`src/rtl/modbus_pkg.sv`:
```
// Shared definitions for the Modbus RTU frame transmitter: CRC constants, FSM states
// and helpers for bit timing and the reflected CRC16 shift.
package modbus_pkg;

    localparam logic [15:0] CRC16_POLY = 16'hA001;
    localparam logic [15:0] CRC16_INIT = 16'hFFFF;

    // The high CRC byte is loaded on the WL exit edge, so it needs no state of its own.
    typedef enum logic [2:0] {
        ST_IDLE = 3'd0,
        ST_RD   = 3'd1,
        ST_LD   = 3'd2,
        ST_WT   = 3'd3,
        ST_CL   = 3'd4,
        ST_WL   = 3'd5,
        ST_WH   = 3'd6,
        ST_GAP  = 3'd7
    } tx_state_e;

    function automatic int unsigned bit_cyc(input int unsigned clk_freq,
                                            input int unsigned baud_rate);
        return clk_freq / baud_rate;
    endfunction

    function automatic logic [15:0] crc16_shift(input logic [15:0] crc);
        return crc[0] ? ((crc >> 1) ^ CRC16_POLY) : (crc >> 1);
    endfunction

endpackage

```
`src/rtl/modbus_frame_tx_if.sv`:
```
// Frame request, TX buffer read port and byte-TX handshake of the Modbus frame transmitter.
interface modbus_frame_tx_if;

    logic       frame_start;
    logic [7:0] frame_len;
    logic [7:0] buf_rd_addr;
    logic [7:0] buf_rd_data;
    logic       tx_start;
    logic [7:0] tx_data;
    logic       tx_done;
    logic       busy;
    logic       frame_done;
    logic       frame_err;

    modport master (
        input  frame_start, frame_len, buf_rd_data, tx_done,
        output buf_rd_addr, tx_start, tx_data, busy, frame_done, frame_err
    );

    modport slave (
        output frame_start, frame_len, buf_rd_data, tx_done,
        input  buf_rd_addr, tx_start, tx_data, busy, frame_done, frame_err
    );

endinterface

```
`src/rtl/crc16_modbus.sv`:
```
// Bit-serial Modbus CRC16 (reflected poly 0xA001): one byte is folded in over 8 cycles,
// the first shift happening on the same edge that accepts the byte.
module crc16_modbus
    import modbus_pkg::*;
(
    input  logic        clk_in,
    input  logic        rst_n_in,
    input  logic        init,
    input  logic        start,
    input  logic [7:0]  din,
    output logic [15:0] crc,
    output logic        busy
);

    logic [15:0] crc_d, crc_q;
    logic [2:0]  cnt_d, cnt_q;
    logic        busy_d, busy_q;

    // Next CRC value: init has priority, start folds the byte in, then 7 further shifts.
    always_comb begin
        crc_d  = crc_q;
        cnt_d  = cnt_q;
        busy_d = busy_q;
        if (init) begin
            crc_d  = CRC16_INIT;
            cnt_d  = 3'd0;
            busy_d = 1'b0;
        end else if (start) begin
            crc_d  = crc16_shift(crc_q ^ {8'h00, din});
            cnt_d  = 3'd7;
            busy_d = 1'b1;
        end else if (busy_q) begin
            crc_d  = crc16_shift(crc_q);
            cnt_d  = cnt_q - 3'd1;
            busy_d = (cnt_q != 3'd1);
        end else begin
            crc_d  = crc_q;
            cnt_d  = cnt_q;
            busy_d = 1'b0;
        end
    end

    // CRC state registers.
    always_ff @(posedge clk_in or negedge rst_n_in) begin
        if (!rst_n_in) begin
            crc_q  <= CRC16_INIT;
            cnt_q  <= 3'd0;
            busy_q <= 1'b0;
        end else begin
            crc_q  <= crc_d;
            cnt_q  <= cnt_d;
            busy_q <= busy_d;
        end
    end

    assign crc  = crc_q;
    assign busy = busy_q;

endmodule

```
`src/rtl/modbus_frame_tx.sv`:
```
// Modbus RTU frame transmitter: streams a payload from the TX buffer to the byte transmitter,
// appends the CRC16 low byte first, then holds the line silent for the inter-frame gap.
module modbus_frame_tx
    import modbus_pkg::*;
#(
    parameter int unsigned CLK_FREQ  = 32'd50000000,
    parameter int unsigned BAUD_RATE = 32'd9600,
    parameter int unsigned GAP_BITS  = 32'd39,
    parameter int unsigned TMO_BITS  = 32'd24
) (
    input  logic              clk_in,
    input  logic              rst_n_in,
    modbus_frame_tx_if.master bus
);

    localparam int unsigned BIT_CYC  = bit_cyc(CLK_FREQ, BAUD_RATE);
    localparam logic [23:0] TMO_LAST = 24'(TMO_BITS * BIT_CYC - 32'd1);
    localparam logic [23:0] GAP_LAST = 24'(GAP_BITS * BIT_CYC - 32'd1);

    tx_state_e   state_d, state_q;
    logic [7:0]  len_d, len_q;
    logic [7:0]  idx_d, idx_q;
    logic [7:0]  addr_d, addr_q;
    logic        tx_start_d, tx_start_q;
    logic [7:0]  tx_data_d, tx_data_q;
    logic        busy_d, busy_q;
    logic        done_d, done_q;
    logic        err_d, err_q;
    logic [23:0] cnt_d, cnt_q;

    logic        crc_init_s, crc_start_s, crc_busy_s;
    logic [15:0] crc_val_s;
    logic [7:0]  idx_inc_s;
    logic        more_s, tmo_s;
    logic [23:0] cnt_inc_s;

    crc16_modbus u_crc (
        .clk_in   (clk_in),
        .rst_n_in (rst_n_in),
        .init     (crc_init_s),
        .start    (crc_start_s),
        .din      (bus.buf_rd_data),
        .crc      (crc_val_s),
        .busy     (crc_busy_s)
    );

    // Nine-bit compare so that len 255 stops at idx 254 without wrapping.
    assign idx_inc_s = idx_q + 8'd1;
    assign more_s    = (({1'b0, idx_q} + 9'd1) < {1'b0, len_q});
    assign tmo_s     = (cnt_q >= TMO_LAST);
    assign cnt_inc_s = (cnt_q == 24'hFFFFFF) ? cnt_q : (cnt_q + 24'd1);

    // Frame sequencing, byte loading and watchdog/gap timing.
    always_comb begin
        state_d     = state_q;
        len_d       = len_q;
        idx_d       = idx_q;
        addr_d      = addr_q;
        tx_start_d  = 1'b0;
        tx_data_d   = tx_data_q;
        busy_d      = busy_q;
        done_d      = 1'b0;
        err_d       = 1'b0;
        cnt_d       = cnt_inc_s;
        crc_init_s  = 1'b0;
        crc_start_s = 1'b0;
        case (state_q)
            ST_IDLE: begin
                cnt_d = 24'd0;
                if (bus.frame_start && (bus.frame_len != 8'd0)) begin
                    len_d      = bus.frame_len;
                    idx_d      = 8'd0;
                    addr_d     = 8'd0;
                    busy_d     = 1'b1;
                    crc_init_s = 1'b1;
                    state_d    = ST_RD;
                end else begin
                    state_d = ST_IDLE;
                end
            end
            ST_RD: begin
                state_d = ST_LD;
            end
            ST_LD: begin
                tx_data_d   = bus.buf_rd_data;
                tx_start_d  = 1'b1;
                crc_start_s = 1'b1;
                cnt_d       = 24'd0;
                state_d     = ST_WT;
            end
            ST_WT: begin
                if (bus.tx_done) begin
                    if (more_s) begin
                        idx_d   = idx_inc_s;
                        addr_d  = idx_inc_s;
                        state_d = ST_RD;
                    end else if (crc_busy_s) begin
                        state_d = ST_CL;
                    end else begin
                        tx_data_d  = crc_val_s[7:0];
                        tx_start_d = 1'b1;
                        cnt_d      = 24'd0;
                        state_d    = ST_WL;
                    end
                end else if (tmo_s) begin
                    err_d   = 1'b1;
                    busy_d  = 1'b0;
                    state_d = ST_IDLE;
                end else begin
                    state_d = ST_WT;
                end
            end
            // Only reached if the last payload byte's CRC update is still running.
            ST_CL: begin
                if (!crc_busy_s) begin
                    tx_data_d  = crc_val_s[7:0];
                    tx_start_d = 1'b1;
                    cnt_d      = 24'd0;
                    state_d    = ST_WL;
                end else begin
                    state_d = ST_CL;
                end
            end
            ST_WL: begin
                if (bus.tx_done) begin
                    tx_data_d  = crc_val_s[15:8];
                    tx_start_d = 1'b1;
                    cnt_d      = 24'd0;
                    state_d    = ST_WH;
                end else if (tmo_s) begin
                    err_d   = 1'b1;
                    busy_d  = 1'b0;
                    state_d = ST_IDLE;
                end else begin
                    state_d = ST_WL;
                end
            end
            ST_WH: begin
                if (bus.tx_done) begin
                    cnt_d   = 24'd1;
                    state_d = ST_GAP;
                end else if (tmo_s) begin
                    err_d   = 1'b1;
                    busy_d  = 1'b0;
                    state_d = ST_IDLE;
                end else begin
                    state_d = ST_WH;
                end
            end
            ST_GAP: begin
                if (cnt_q >= GAP_LAST) begin
                    done_d  = 1'b1;
                    busy_d  = 1'b0;
                    state_d = ST_IDLE;
                end else begin
                    state_d = ST_GAP;
                end
            end
            default: begin
                busy_d  = 1'b0;
                state_d = ST_IDLE;
            end
        endcase
    end

    // State, counters and registered outputs.
    always_ff @(posedge clk_in or negedge rst_n_in) begin
        if (!rst_n_in) begin
            state_q    <= ST_IDLE;
            len_q      <= 8'd0;
            idx_q      <= 8'd0;
            addr_q     <= 8'd0;
            tx_start_q <= 1'b0;
            tx_data_q  <= 8'd0;
            busy_q     <= 1'b0;
            done_q     <= 1'b0;
            err_q      <= 1'b0;
            cnt_q      <= 24'd0;
        end else begin
            state_q    <= state_d;
            len_q      <= len_d;
            idx_q      <= idx_d;
            addr_q     <= addr_d;
            tx_start_q <= tx_start_d;
            tx_data_q  <= tx_data_d;
            busy_q     <= busy_d;
            done_q     <= done_d;
            err_q      <= err_d;
            cnt_q      <= cnt_d;
        end
    end

    assign bus.buf_rd_addr = addr_q;
    assign bus.tx_start    = tx_start_q;
    assign bus.tx_data     = tx_data_q;
    assign bus.busy        = busy_q;
    assign bus.frame_done  = done_q;
    assign bus.frame_err   = err_q;

endmodule

```
`src/flat_wrapper.sv`:
```
// flat-port wrapper written by rule: the top's interface ports become plain ports
module modbus_frame_tx_flat import modbus_pkg::*;
#(
    parameter int unsigned CLK_FREQ  = 32'd50000000,
    parameter int unsigned BAUD_RATE = 32'd9600,
    parameter int unsigned GAP_BITS  = 32'd39,
    parameter int unsigned TMO_BITS  = 32'd24
)
  (clk_in, rst_n_in, bus_frame_start, bus_frame_len, bus_buf_rd_data, bus_tx_done, bus_buf_rd_addr, bus_tx_start, bus_tx_data, bus_busy, bus_frame_done, bus_frame_err);
  modbus_frame_tx_if bus_i ();
  input  logic clk_in;
  input  logic rst_n_in;
  input wire logic [$bits(bus_i.frame_start)-1:0] bus_frame_start;
  input wire logic [$bits(bus_i.frame_len)-1:0] bus_frame_len;
  input wire logic [$bits(bus_i.buf_rd_data)-1:0] bus_buf_rd_data;
  input wire logic [$bits(bus_i.tx_done)-1:0] bus_tx_done;
  output wire logic [$bits(bus_i.buf_rd_addr)-1:0] bus_buf_rd_addr;
  output wire logic [$bits(bus_i.tx_start)-1:0] bus_tx_start;
  output wire logic [$bits(bus_i.tx_data)-1:0] bus_tx_data;
  output wire logic [$bits(bus_i.busy)-1:0] bus_busy;
  output wire logic [$bits(bus_i.frame_done)-1:0] bus_frame_done;
  output wire logic [$bits(bus_i.frame_err)-1:0] bus_frame_err;
  assign bus_i.frame_start = bus_frame_start;
  assign bus_i.frame_len = bus_frame_len;
  assign bus_i.buf_rd_data = bus_buf_rd_data;
  assign bus_i.tx_done = bus_tx_done;
  assign bus_buf_rd_addr = bus_i.buf_rd_addr;
  assign bus_tx_start = bus_i.tx_start;
  assign bus_tx_data = bus_i.tx_data;
  assign bus_busy = bus_i.busy;
  assign bus_frame_done = bus_i.frame_done;
  assign bus_frame_err = bus_i.frame_err;
  modbus_frame_tx #(.CLK_FREQ(CLK_FREQ), .BAUD_RATE(BAUD_RATE), .GAP_BITS(GAP_BITS), .TMO_BITS(TMO_BITS)) u_core (.clk_in(clk_in), .rst_n_in(rst_n_in), .bus(bus_i));
endmodule
```
`config.mk`:
```
export PLATFORM = sky130hd
export DESIGN_NAME = modbus_frame_tx_flat
export DESIGN_NICKNAME = d
export VERILOG_FILES = /design/src/rtl/modbus_pkg.sv /design/src/rtl/modbus_frame_tx_if.sv /design/src/rtl/crc16_modbus.sv /design/src/rtl/modbus_frame_tx.sv /design/src/flat_wrapper.sv
export SDC_FILE = /design/constraint.sdc
export NUM_CORES = 1
export LEC_CHECK = 0
export ABC_AREA = 0
export BUFFER_PORTS_ARGS = -buffer_cell sky130_fd_sc_hd__buf_2
export CORE_MARGIN = 3
export CORE_UTILIZATION = 30
export DETAILED_ROUTE_END_ITERATION = 16
export REMOVE_ABC_BUFFERS = 1
export SETUP_SLACK_MARGIN = 0.2
export SLEW_MARGIN = 20
export SYNTH_ARGS = -nofsm -noshare
export SYNTH_HDL_FRONTEND = slang
export SYNTH_SLANG_ARGS = --single-unit
```
`constraint.sdc`:
```
create_clock -name clk_in -period 2.7 [get_ports clk_in]
set_input_delay 0.27 -clock clk_in [delete_from_list [all_inputs] [get_ports clk_in]]
set_output_delay 0.27 -clock clk_in [all_outputs]
set_load 0.005 [all_outputs]
```
# --- Word-level counts from Yosys, hierarchy flattened ---
# Cells that the tools add are included.
totals:
  output_inout_bits: 20
  register_bits: 75
  word_cells: 108
classes:
  bitwise_logic: 3
  magnitude_cmp: 3
  n_eq_ne: 17
  n_reduce_logical: 13
  muxes: 56
  add_sub_neg: 4
op_table:
  columns: ["cell", "n"]
  rows:
  - ["24-bit 2-to-1 mux", 6]
  - ["24-bit case mux with 5 select lines", 1]
  - ["16-bit 2-to-1 mux", 5]
  - ["8-bit 2-to-1 mux", 7]
  - ["8-bit case mux with 4 select lines", 1]
  - ["3-bit 2-to-1 mux", 10]
  - ["24-bit by 1-bit adder with 24-bit output, second input constant", 1]
  - ["24-bit equality test, second input constant", 1]
  - ["24-bit by 17-bit >= comparator with 1-bit output, second input constant", 1]
  - ["24-bit by 18-bit >= comparator with 1-bit output, second input constant", 1]
  - ["3-bit case mux with 8 select lines", 1]
  - ["1-bit 2-to-1 mux", 21]
  - ["8-bit case mux with 2 select lines", 1]
  - ["16-bit by 8-bit bitwise XOR with 16-bit output", 1]
  - ["3-bit equality test, second input constant", 4]
  - ["8-bit by 1-bit adder with 9-bit output, second input constant", 1]
  - ["9-bit by 8-bit < comparator with 1-bit output", 1]
  - ["8-bit by 1-bit adder with 8-bit output, second input constant", 1]
  - ["2-bit by 1-bit inequality test with 1-bit output, second input constant", 4]
  - ["2-bit inequality test, second input constant", 4]
  - ["4-bit AND reduction", 2]
  - ["8-bit nonzero test", 1]
  - ["3-bit by 2-bit equality test with 1-bit output, second input constant", 2]
  - ["2-bit NOT with 3-bit output", 2]
  - ["15 further kinds", 16]

# --- Logic depth before layout (Yosys ltp) ---
# Gate-level depths: netlist of the first run.
depth:
  depth_word: 6
  ltp_mapped: 12
  ltp_nobuf: 11

# --- Modules after synthesis ---
# From an unflattened synthesis of the first run, not the netlist that was laid out.
unflattened:
  cells_unflattened: 480
  area_unflattened_um2: 4449.3
by_module_without_submodules:
  columns: ["module", "n_inst", "seq_area_each_um2", "cells_each", "area_per_inst_um2"]
  rows:
  - ["modbus_frame_tx", 1, 1376.3, 374, 3347.0]
  - ["crc16_modbus", 1, 520.5, 106, 1102.3]

# --- Worst setup path after synthesis of the first run ---
# OpenSTA, ideal clock, no wires.
synth_path:
  kind: "register -> register"
  start: "register u_core.bus.buf_rd_addr[2] (netlist name)"
  end: "register u_core.tx_data_q[0] (netlist: u_core.bus.tx_data[0])"
  path_stages_with_launch: 13
  path_slack_ps: -152
  period_less_slack_ps: 2852
  n_path_buf: 1
  arrival_time_ps: 2727
  path_cell_list: "dfrtp_1 > and3_1 > and3_1 > nand3_1 > xnor2_1 > ha_1 > and3_4 > a221oi_2 > o211a_1 > nor2_2 > a211o_1 > buf_6 > mux2_4"
synth_rtl:
  columns: ["element", "line", "text"]
  rows:
  - ["end signal, assigned", "modbus_frame_tx.sv:185", "tx_data_q <= tx_data_d;"]
  - ["end, declared", "modbus_frame_tx.sv:25", "logic [7:0] tx_data_d, tx_data_q;"]

==> metrics.txt, run 1 <==
# TYPE chip_impl_metric gauge
chip_impl_info{name="run_status",value="complete, but fails checks"} 1
chip_impl_info{name="violations",value="negative setup slack"} 1
chip_impl_metric{name="viasPerCell",unit=""} 4.96
chip_impl_metric{name="placement.cell_area",unit="um2"} 4830
chip_impl_info{name="critical_path_endpoint_category",value="flop"} 1
chip_impl_metric{name="n_antenna_cell",unit=""} 0
chip_impl_metric{name="postLayoutSetupSlackWorst",unit="ps"} -175
chip_impl_metric{name="yosys_warnings",unit=""} 0
chip_impl_metric{name="number_of_different_library_cells_in_the_post_synthesis_netlist",unit=""} 57
chip_impl_metric{name="syn-cell-area",unit="um2"} 4330
chip_impl_metric{name="vias",unit=""} 3530
chip_impl_metric{name="cap_violations",unit=""} 0
chip_impl_metric{name="clkTransAtPathRegs",unit="ps"} 60
chip_impl_info{name="layout.cells.most_common",value="sky130_fd_sc_hd__nor2_1"} 1
chip_impl_metric{name="floorplan.initialDensity",unit="%"} 30.9
chip_impl_metric{name="first_global_vias",unit=""} 3619
chip_impl_info{name="top_library_cells_by_usage_in_the_layout_fill_and_taps_aside",value="65 x sky130_fd_sc_hd__nor2_1, 59 x sky130_fd_sc_hd__dfrtp_1, 56 x sky130_fd_sc_hd__nand2_1"} 1
chip_impl_metric{name="cts_max_level",unit=""} 3
chip_impl_metric{name="finish.instance_area",unit="um2"} 5300
chip_impl_metric{name="setup_viol",unit=""} 31
chip_impl_metric{name="rows",unit=""} 43
chip_impl_metric{name="floorplan.die.width",unit="um"} 126
chip_impl_metric{name="synth_sequential_area_ratio",unit="%"} 43.8
chip_impl_metric{name="cts.path.max_buffers",unit=""} 2
chip_impl_metric{name="die-area",unit="um2"} 15900
chip_impl_metric{name="final_hold_violations",unit=""} 0
chip_impl_metric{name="critical_path_arrival",unit="ps"} 3090
chip_impl_metric{name="routed_wire_per_std_cell",unit="um"} 14.3
chip_impl_metric{name="antenna_found_initial",unit=""} 0
chip_impl_metric{name="cts_buffers",unit=""} 9
chip_impl_metric{name="min_period_over_period",unit="%"} 106
chip_impl_metric{name="final_cell_count_no_fill",unit=""} 712
chip_impl_metric{name="layout.nets",unit=""} 559
chip_impl_metric{name="grt_max_degree",unit=""} 76
chip_impl_metric{name="dp_cells",unit=""} 691
chip_impl_metric{name="ant_nets",unit=""} 0
chip_impl_metric{name="max_slew.worst_pin.slew",unit="ps"} 918
chip_impl_metric{name="finalWorstPathRequiredPeriod",unit="ps"} 2880
chip_impl_metric{name="postSynth.asyncResetShare",unit="%"} 100
chip_impl_metric{name="global_route.overflow_total",unit=""} 0
chip_impl_metric{name="max_clock_freq",unit="GHz"} 0.348
chip_impl_metric{name="number_of_enable_type_register_cells_in_the_synthesized_netlist",unit=""} 0
chip_impl_metric{name="relSlewSlack",unit="%"} 38.8
chip_impl_metric{name="filler_cells_inserted",unit=""} 1393
chip_impl_metric{name="power-per-cell-area",unit="nW/um2"} 1100
chip_impl_info{name="worstHoldPathType",value="primary input to asynchronous set/reset pin"} 1
chip_impl_metric{name="grt_pass1_wl",unit="mm"} 17.7
chip_impl_metric{name="groute.usage.overall",unit="%"} 13.4
chip_impl_metric{name="globalplace.congestion",unit=""} 0.859
chip_impl_metric{name="postRouteWirelength",unit="mm"} 10.2
chip_impl_metric{name="dieHeight",unit="um"} 126
chip_impl_metric{name="finish.utilization",unit="%"} 37.9
chip_impl_metric{name="clkSinkCount",unit=""} 75
chip_impl_metric{name="postSynthCellCount",unit=""} 468
chip_impl_metric{name="cts_hold_buffers",unit=""} 0
chip_impl_info{name="synthFlopType",value="sky130_fd_sc_hd__dfrtp_1"} 1
chip_impl_metric{name="drt_iter0_markers",unit=""} 170
chip_impl_info{name="grt_setup_unrepaired",value="yes"} 1
chip_impl_metric{name="finClkSkew",unit="ps"} 6.92
chip_impl_metric{name="proportion_of_layout_cells_with_a_drive_suffix_above_1",unit="%"} 26.1
chip_impl_info{name="clk_root_buffer_cell",value="sky130_fd_sc_hd__clkbuf_16"} 1
chip_impl_metric{name="ios",unit=""} 40
chip_impl_metric{name="timing.critical_path.fanout_max",unit=""} 9
chip_impl_metric{name="worstSkewPairLatency",unit="ps"} 340
chip_impl_metric{name="portBuffers",unit=""} 39
chip_impl_metric{name="remaining_drc_errors",unit=""} 0
chip_impl_metric{name="worst_ir_drop_vdd",unit="V"} 0.000386
chip_impl_metric{name="postSynthAreaPerCell",unit="um2"} 9.25
chip_impl_metric{name="req_time_crit_path",unit="ps"} 2920
chip_impl_info{name="tritoncts",value="done"} 1
chip_impl_info{name="worst-setup-path-type",value="flop to flop"} 1
chip_impl_metric{name="number_of_detailed_routing_iterations_run_before_antenna_repair",unit=""} 4
chip_impl_metric{name="synthToLayoutAreaGrowth",unit="%"} 22.3
chip_impl_info{name="setup.worst_path.start_class",value="flop"} 1
chip_impl_metric{name="postSynthRegisterBits",unit=""} 75
chip_impl_metric{name="placeableCoreArea",unit="um2"} 14000
chip_impl_metric{name="maxSlewViolCount",unit=""} 0
chip_impl_metric{name="hpwl",unit="mm"} 7.07
chip_impl_metric{name="power.static_leakage",unit="nW"} 2.35
==> sequential cells by signal, summed over array words and instances (netlist names) <==
name,cells
u_core.bus.buf_rd_addr,8
u_core.bus.busy,1
u_core.bus.frame_done,1
u_core.bus.frame_err,1
u_core.bus.tx_data,8
u_core.bus.tx_start,1
u_core.cnt_q,24
u_core.len_q,8
u_core.state_q,3
u_core.u_crc.busy,1
u_core.u_crc.cnt_q,3
u_core.u_crc.crc,16
==> timing repair <==
item	4_1_cts	5_1_grt
setup endpoints to repair	41	42
setup buffers	2	3
pin swaps	3	3
resized for setup	6	21
==> kinds of logic after synthesis <==
logic type / share of synthesized area (%)
buffers and inverters: 4.54
AOI/OAI and AO/OA: 11.3
xor gates and xnor gates: 7.29
muxes: 7.40
DFF: 43.8
adders and majority gates: 3.87
and+or+nand+nor: 21.8
==> cell usage after synthesis (all sizes together), types with 11 or more instances <==
cell,count,area share (%)
nor2,70,6.1
dfrtp,59,34
nand2,57,5.0
nand3,27,3.1
inv,23,2.0
xnor2,20,4.0
dfstp,16,9.7
mux2,16,4.9
xor2,16,3.2
a21oi,15,1.8
o21ai,15,1.7
ha,11,3.2
mux2i,11,2.5
nand4,11,1.6
==> path summary, 6_finish.rpt <==
path	startpoint	endpoint	slack [ps]	cells after the start
hold / removal	rst_n_in	u_core.bus.tx_data[4]$_DFFE_PN0P_	70	1
setup / recovery	u_core.bus.buf_rd_addr[2]$_DFFE_PN0P_	u_core.bus.tx_data[2]$_DFFE_PN0P_	-180	12
min in group clk_in	bus_frame_len[3]	u_core.len_q[3]$_DFFE_PN0P_	190	2
max in group asynchronous	rst_n_in	u_core.cnt_q[18]$_DFF_PN0_	2030	1
setup reg to reg	u_core.bus.buf_rd_addr[2]$_DFFE_PN0P_	u_core.bus.tx_data[2]$_DFFE_PN0P_	-180	12
hold reg to reg	u_core.u_crc.crc[9]$_DFFE_PN1P_	u_core.u_crc.crc[9]$_DFFE_PN1P_	500	2
==> routing by layer <==
| layer | wire [um] | global-route usage, % | vias up |
|---|---|---|---|
| met5 | 0 | 0 | - |
| met4 | 162 | 5.24 | 0 |
| met3 | 333 | 2.63 | 14 |
| met2 | 4740 | 20.8 | 55 |
| met1 | 4940 | 18.6 | 1725 |
| li1 | - | - | 1736 |
==> metrics by stage <==
stage	TNS [ps]	total power [mW]	setup WS, ps	hold WS (ps)
6_report	-2170	5.83	-175	73.2
5_1_grt	-6440	6.31	-286	162
4_1_cts	-1450	5.73	-157	119
3_5_place_dp	-4570	4.48	-239	480
3_3_place_gp	-2680	4.41	-190	467
2_1_floorplan	-5490	3.58	-225	-25.6
==> cell type report <==
cell class	instances	area, um2	area share, %
multi-input cells	352	2370	44.8
repair buffers	66	425	8.03
inverters	23	86.3	1.63
clock inverters	2	35.0	0.662
well taps	180	225	4.25
clock buffers	14	254	4.80
flip-flops and latches	75	1900	35.8
==> critical path, cell delays in order, from the launching register on <==
cell                       delay, ps
sky130_fd_sc_hd__dfrtp_1         350
sky130_fd_sc_hd__and3_4          190
sky130_fd_sc_hd__and3_4          200
sky130_fd_sc_hd__nand3_4          80
sky130_fd_sc_hd__xnor2_2         150
sky130_fd_sc_hd__ha_1            300
sky130_fd_sc_hd__and3_4          180
sky130_fd_sc_hd__a221oi_2        220
sky130_fd_sc_hd__o211a_1         280
sky130_fd_sc_hd__nor2_4           50
sky130_fd_sc_hd__a211o_1         290
sky130_fd_sc_hd__buf_12          160
sky130_fd_sc_hd__mux2_4          300
==> where the power goes <==
part / leakage [nW] / switching (mW) / internal [mW]
combinational: 1.29 / 1.39 / 1.32
sequential: 0.927 / 0.352 / 1.59
clock: 0.141 / 0.450 / 0.741
Power figures use the tool's default switching activity.
==> run 2, diff against run 1 <==
ABC_AREA = 1   (was 0)
==> run 2 against run 1 <==
The run now ends clean. Register-to-register slack better by 310 ps. Highest routed layer is now met5. Clock power up 17%. Die area up 7.8%. Global-route usage up 1.3 points. Critical path depth up 6. Sequential power down 4%. Design area up 9.8%. Cell count up 28%.
==> metrics.txt, run 2 <==
# TYPE chip_impl_metric gauge
chip_impl_metric{name="proportion_of_layout_cells_with_a_drive_suffix_above_1",unit="%"} 21.3
chip_impl_metric{name="min_period_over_period",unit="%"} 95.0
chip_impl_metric{name="clkSinkCount",unit=""} 75
chip_impl_metric{name="p_switching",unit="mW"} 2.64
chip_impl_metric{name="grt_pass1_wl",unit="mm"} 20.0
chip_impl_info{name="setup.worst_path.start_class",value="flop"} 1
chip_impl_metric{name="synth_top_area_share",unit="%"} 31.5
chip_impl_metric{name="global_route.usage.met2",unit="%"} 23.6
chip_impl_metric{name="fin_worst_hold_slack",unit="ps"} 195
chip_impl_metric{name="worst_path_largest_cell_delay",unit="ps"} 380
chip_impl_metric{name="critical_path_arrival",unit="ps"} 2800
chip_impl_metric{name="internal_power_contribution",unit="mW"} 3.77
chip_impl_metric{name="remaining_drc_errors",unit=""} 0
chip_impl_metric{name="number_of_different_library_cells_in_the_post_synthesis_netlist",unit=""} 38
chip_impl_info{name="top_library_cells_by_usage_in_the_layout_fill_and_taps_aside",value="157 x sky130_fd_sc_hd__nand2_1, 85 x sky130_fd_sc_hd__inv_1, 58 x sky130_fd_sc_hd__dfrtp_1"} 1
chip_impl_metric{name="number_of_enable_type_register_cells_in_the_synthesized_netlist",unit=""} 0
chip_impl_info{name="critical_path_endpoint_category",value="flop"} 1
chip_impl_metric{name="routed_wire_per_std_cell",unit="um"} 13.1
chip_impl_info{name="layout.cells.most_common",value="sky130_fd_sc_hd__nand2_1"} 1
chip_impl_metric{name="dieHeight",unit="um"} 131
chip_impl_metric{name="synth_sequential_area_ratio",unit="%"} 40.5
chip_impl_metric{name="postSynth.asyncResetShare",unit="%"} 100
chip_impl_metric{name="postSynthAreaPerCell",unit="um2"} 7.37
chip_impl_metric{name="portBuffers",unit=""} 39
chip_impl_metric{name="worst-path-buf-inv",unit=""} 4
chip_impl_metric{name="postSynthRegisterBits",unit=""} 75
chip_impl_metric{name="comb_power_share",unit="%"} 49.1
chip_impl_info{name="register_bank_with_the_most_flops",value="u_core.cnt_q"} 1
chip_impl_metric{name="yosys_warnings",unit=""} 0
chip_impl_metric{name="cts_buffers",unit=""} 9
chip_impl_metric{name="globalplace.congestion",unit=""} 0.869
chip_impl_metric{name="placeableCoreArea",unit="um2"} 15300
chip_impl_metric{name="clkTransAtPathRegs",unit="ps"} 60
chip_impl_metric{name="floorplan.die.width",unit="um"} 131
chip_impl_info{name="crit_path_cell_trace",value="ha_2, nand2_2, nor2_4, nand2_1, nor2_1, xor2_1, inv_1, ha_4, nand2_2, inv_2, nand3_2, nand3b_1, nand2_2, nand2_4, a21boi_4, buf_6, buf_16, nor2_2"} 1
chip_impl_metric{name="worst_ir_drop_vdd",unit="V"} 0.000567
chip_impl_metric{name="die-area",unit="um2"} 17200
chip_impl_metric{name="worstSkewPairLatency",unit="ps"} 350
chip_impl_info{name="grt_busiest_layer",value="met2"} 1
chip_impl_metric{name="vias",unit=""} 4251
chip_impl_metric{name="layout.nets",unit=""} 730
chip_impl_metric{name="swShare",unit="%"} 41.2
chip_impl_metric{name="clock_power_share",unit="%"} 21.7
chip_impl_metric{name="groute.usage.overall",unit="%"} 14.7
chip_impl_info{name="cp_top_family",value="simple AND/OR/NAND/NOR gates"} 1
chip_impl_metric{name="ios",unit=""} 40
chip_impl_metric{name="power.static_leakage",unit="nW"} 2.86
chip_impl_metric{name="cts_max_level",unit=""} 3
chip_impl_metric{name="met1_usage",unit="%"} 19.5
chip_impl_metric{name="syn-cell-area",unit="um2"} 4680
chip_impl_metric{name="finish.instance_area",unit="um2"} 5810
chip_impl_metric{name="final_cell_count_no_fill",unit=""} 914
chip_impl_metric{name="max_slew.worst_pin.slew",unit="ps"} 581
chip_impl_metric{name="ant_nets",unit=""} 0
chip_impl_metric{name="finalWorstPathRequiredPeriod",unit="ps"} 2560
chip_impl_metric{name="postLayoutSetupSlackWorst",unit="ps"} 136
chip_impl_metric{name="viasPerCell",unit=""} 4.65
chip_impl_metric{name="placement.cell_area",unit="um2"} 5190
chip_impl_info{name="worst-setup-path-type",value="flop to flop"} 1
chip_impl_metric{name="sequential_share_of_power",unit="%"} 29.2
chip_impl_metric{name="floorplan.initialDensity",unit="%"} 30.7
chip_impl_metric{name="synthToLayoutAreaGrowth",unit="%"} 24.1
chip_impl_metric{name="timing.critical_path.fanout_max",unit=""} 7
chip_impl_metric{name="rows",unit=""} 45
chip_impl_info{name="clk_root_buffer_cell",value="sky130_fd_sc_hd__clkbuf_16"} 1
chip_impl_metric{name="hpwl",unit="mm"} 8.66
chip_impl_info{name="timing.critical_path.slowest_stage_cell",value="sky130_fd_sc_hd__dfrtp_1"} 1
chip_impl_metric{name="global_route.overflow_total",unit=""} 0
chip_impl_info{name="synth_commonest_cells",value="165 x sky130_fd_sc_hd__nand2_1, 87 x sky130_fd_sc_hd__inv_1, 62 x sky130_fd_sc_hd__nor2_1, 59 x sky130_fd_sc_hd__dfrtp_1, 37 x sky130_fd_sc_hd__nand3_1"} 1
chip_impl_info{name="cp_common_cell",value="sky130_fd_sc_hd__nand2_2"} 1
chip_impl_metric{name="placement.setup.worst_slack",unit="ps"} 19.3
chip_impl_metric{name="dp_cells",unit=""} 886
chip_impl_metric{name="finalSetupTns",unit="ps"} 0
chip_impl_metric{name="max_reg_flops",unit=""} 24
chip_impl_metric{name="maxSlewViolCount",unit=""} 0
chip_impl_metric{name="grt_max_degree",unit=""} 33
chip_impl_metric{name="drt_iter0_markers",unit=""} 292
chip_impl_info{name="grt_setup_unrepaired",value="yes"} 1
chip_impl_info{name="run_status",value="complete, no violations"} 1
chip_impl_info{name="worstHoldPathType",value="primary input to flop"} 1
chip_impl_metric{name="filler_cells_inserted",unit=""} 1606
chip_impl_metric{name="n_antenna_cell",unit=""} 0
chip_impl_info{name="ys_top_cells_by_area",value="sky130_fd_sc_hd__dfrtp_1 32%, sky130_fd_sc_hd__nand2_1 13%, sky130_fd_sc_hd__dfstp_2 9.0%, sky130_fd_sc_hd__inv_1 7.0%, sky130_fd_sc_hd__nor2_1 5.0%"} 1
chip_impl_metric{name="postSynthCellCount",unit=""} 636
chip_impl_metric{name="postRouteWirelength",unit="mm"} 12.0
chip_impl_info{name="yosys.area.top_type",value="sky130_fd_sc_hd__dfrtp_1"} 1
chip_impl_info{name="tritoncts",value="done"} 1
chip_impl_metric{name="relSlewSlack",unit="%"} 61.1
chip_impl_metric{name="number_of_detailed_routing_iterations_run_before_antenna_repair",unit=""} 5
chip_impl_metric{name="final_hold_violations",unit=""} 0
chip_impl_metric{name="cap_violations",unit=""} 0
chip_impl_metric{name="cts.path.max_buffers",unit=""} 2
chip_impl_metric{name="antenna_found_initial",unit=""} 1
chip_impl_metric{name="power-per-cell-area",unit="nW/um2"} 1100
chip_impl_metric{name="gr-usage-met3",unit="%"} 3.94
chip_impl_metric{name="max_clock_freq",unit="GHz"} 0.390
chip_impl_info{name="synthMostInstantiatedCell",value="sky130_fd_sc_hd__nand2_1"} 1
chip_impl_metric{name="first_global_vias",unit=""} 4048
chip_impl_metric{name="setup_viol",unit=""} 0
chip_impl_metric{name="finClkSkew",unit="ps"} 9.57
chip_impl_info{name="synthFlopType",value="sky130_fd_sc_hd__dfrtp_1"} 1
chip_impl_metric{name="req_time_crit_path",unit="ps"} 2940
## run 2: cell types whose count changed in the layout (fill, tap and decap cells not counted), sizes merged, moves of 7 or more
cell	previous run	this run
mux2	16	0
inv	23	92
a22oi	3	14
nand3	27	42
o21ai	15	38
mux2i	11	1
o22ai	9	0
xnor2	20	10
and3	7	0
a21oi	15	34
nand2	57	170
## run 2: final cells by class
class,count,area (um2),share of cell area (%)
Clock buffer,10,229,3.94
Timing Repair Buffer,62,420,7.23
Multi-Input combinational cell,457,2540,43.7
Tap cell,211,264,4.54
Clock inverter,6,111,1.92
Sequential cell,75,1900,32.7
Inverter,93,349,6.01
## run 2: final timing paths
path / startpoint / endpoint / slack [ps] / depth (start not counted)
setup / recovery: u_core.bus.buf_rd_addr[1]$_DFFE_PN0P_ / u_core.cnt_q[18]$_DFF_PN0_ / 140 / 18
hold / removal: bus_frame_len[6] / u_core.len_q[6]$_DFFE_PN0P_ / 190 / 3
setup reg to reg: u_core.bus.buf_rd_addr[1]$_DFFE_PN0P_ / u_core.cnt_q[18]$_DFF_PN0_ / 140 / 18
hold reg to reg: u_core.len_q[1]$_DFFE_PN0P_ / u_core.len_q[1]$_DFFE_PN0P_ / 480 / 2
max in group asynchronous: rst_n_in / u_core.u_crc.crc[13]$_DFFE_PN1P_ / 1550 / 3
min in group asynchronous: rst_n_in / u_core.bus.buf_rd_addr[0]$_DFFE_PN0P_ / 430 / 2
## run 2: layer usage
layer	up-vias	wire, um
met3	20	490
met5	-	13
met1	1974	5530
met2	82	5740
li1	2173	-
met4	2	209
## run 2: logic make-up (layout without fill, tap and decap cells)
family          after synthesis  in the layout  synth area share [%]
simple gates                313            314                  29.3
flops                        75             75                  40.5
fa+ha+maj                    12             12                  3.37
compound gates              103            103                  12.9
mux                           1              1                 0.214
xor+xnor                     27             27                  5.05
buf+inv                     105            171                  8.68
## run 2: stage by stage
step	util [%]	power, mW
floorplan	-	3.71
global placement	34.0	4.55
detailed placement	34.0	4.57
CTS	37.4	6.33
global route	38.1	6.97
finish	38.1	6.41
## run 2: worst min-delay path, stage by stage
cell	delay, ps
sky130_fd_sc_hd__buf_2	100
sky130_fd_sc_hd__inv_1	50
sky130_fd_sc_hd__o21ai_0	70
## run 2: power groups by stage
stage                     sequential, mW  combinational (mW)  clock [mW]
after CTS                           1.87                3.04        1.42
final                               1.87                3.15        1.39
after global routing                1.93                3.56        1.48
after global placement              1.89                2.66           0
after floorplan                     1.83                1.89           0
after detailed placement            1.89                2.68           0
## run 2: timing repair
item | CTS | global route
buffers inserted | 7 | 2
endpoints found under the setup margin | 40 | 42
hold buffers | 1 | 0
gates cloned | 1 | 1
pin swaps | 12 | 13
resized for setup | 21 | 19
endpoints found under the hold margin | 30 | 0
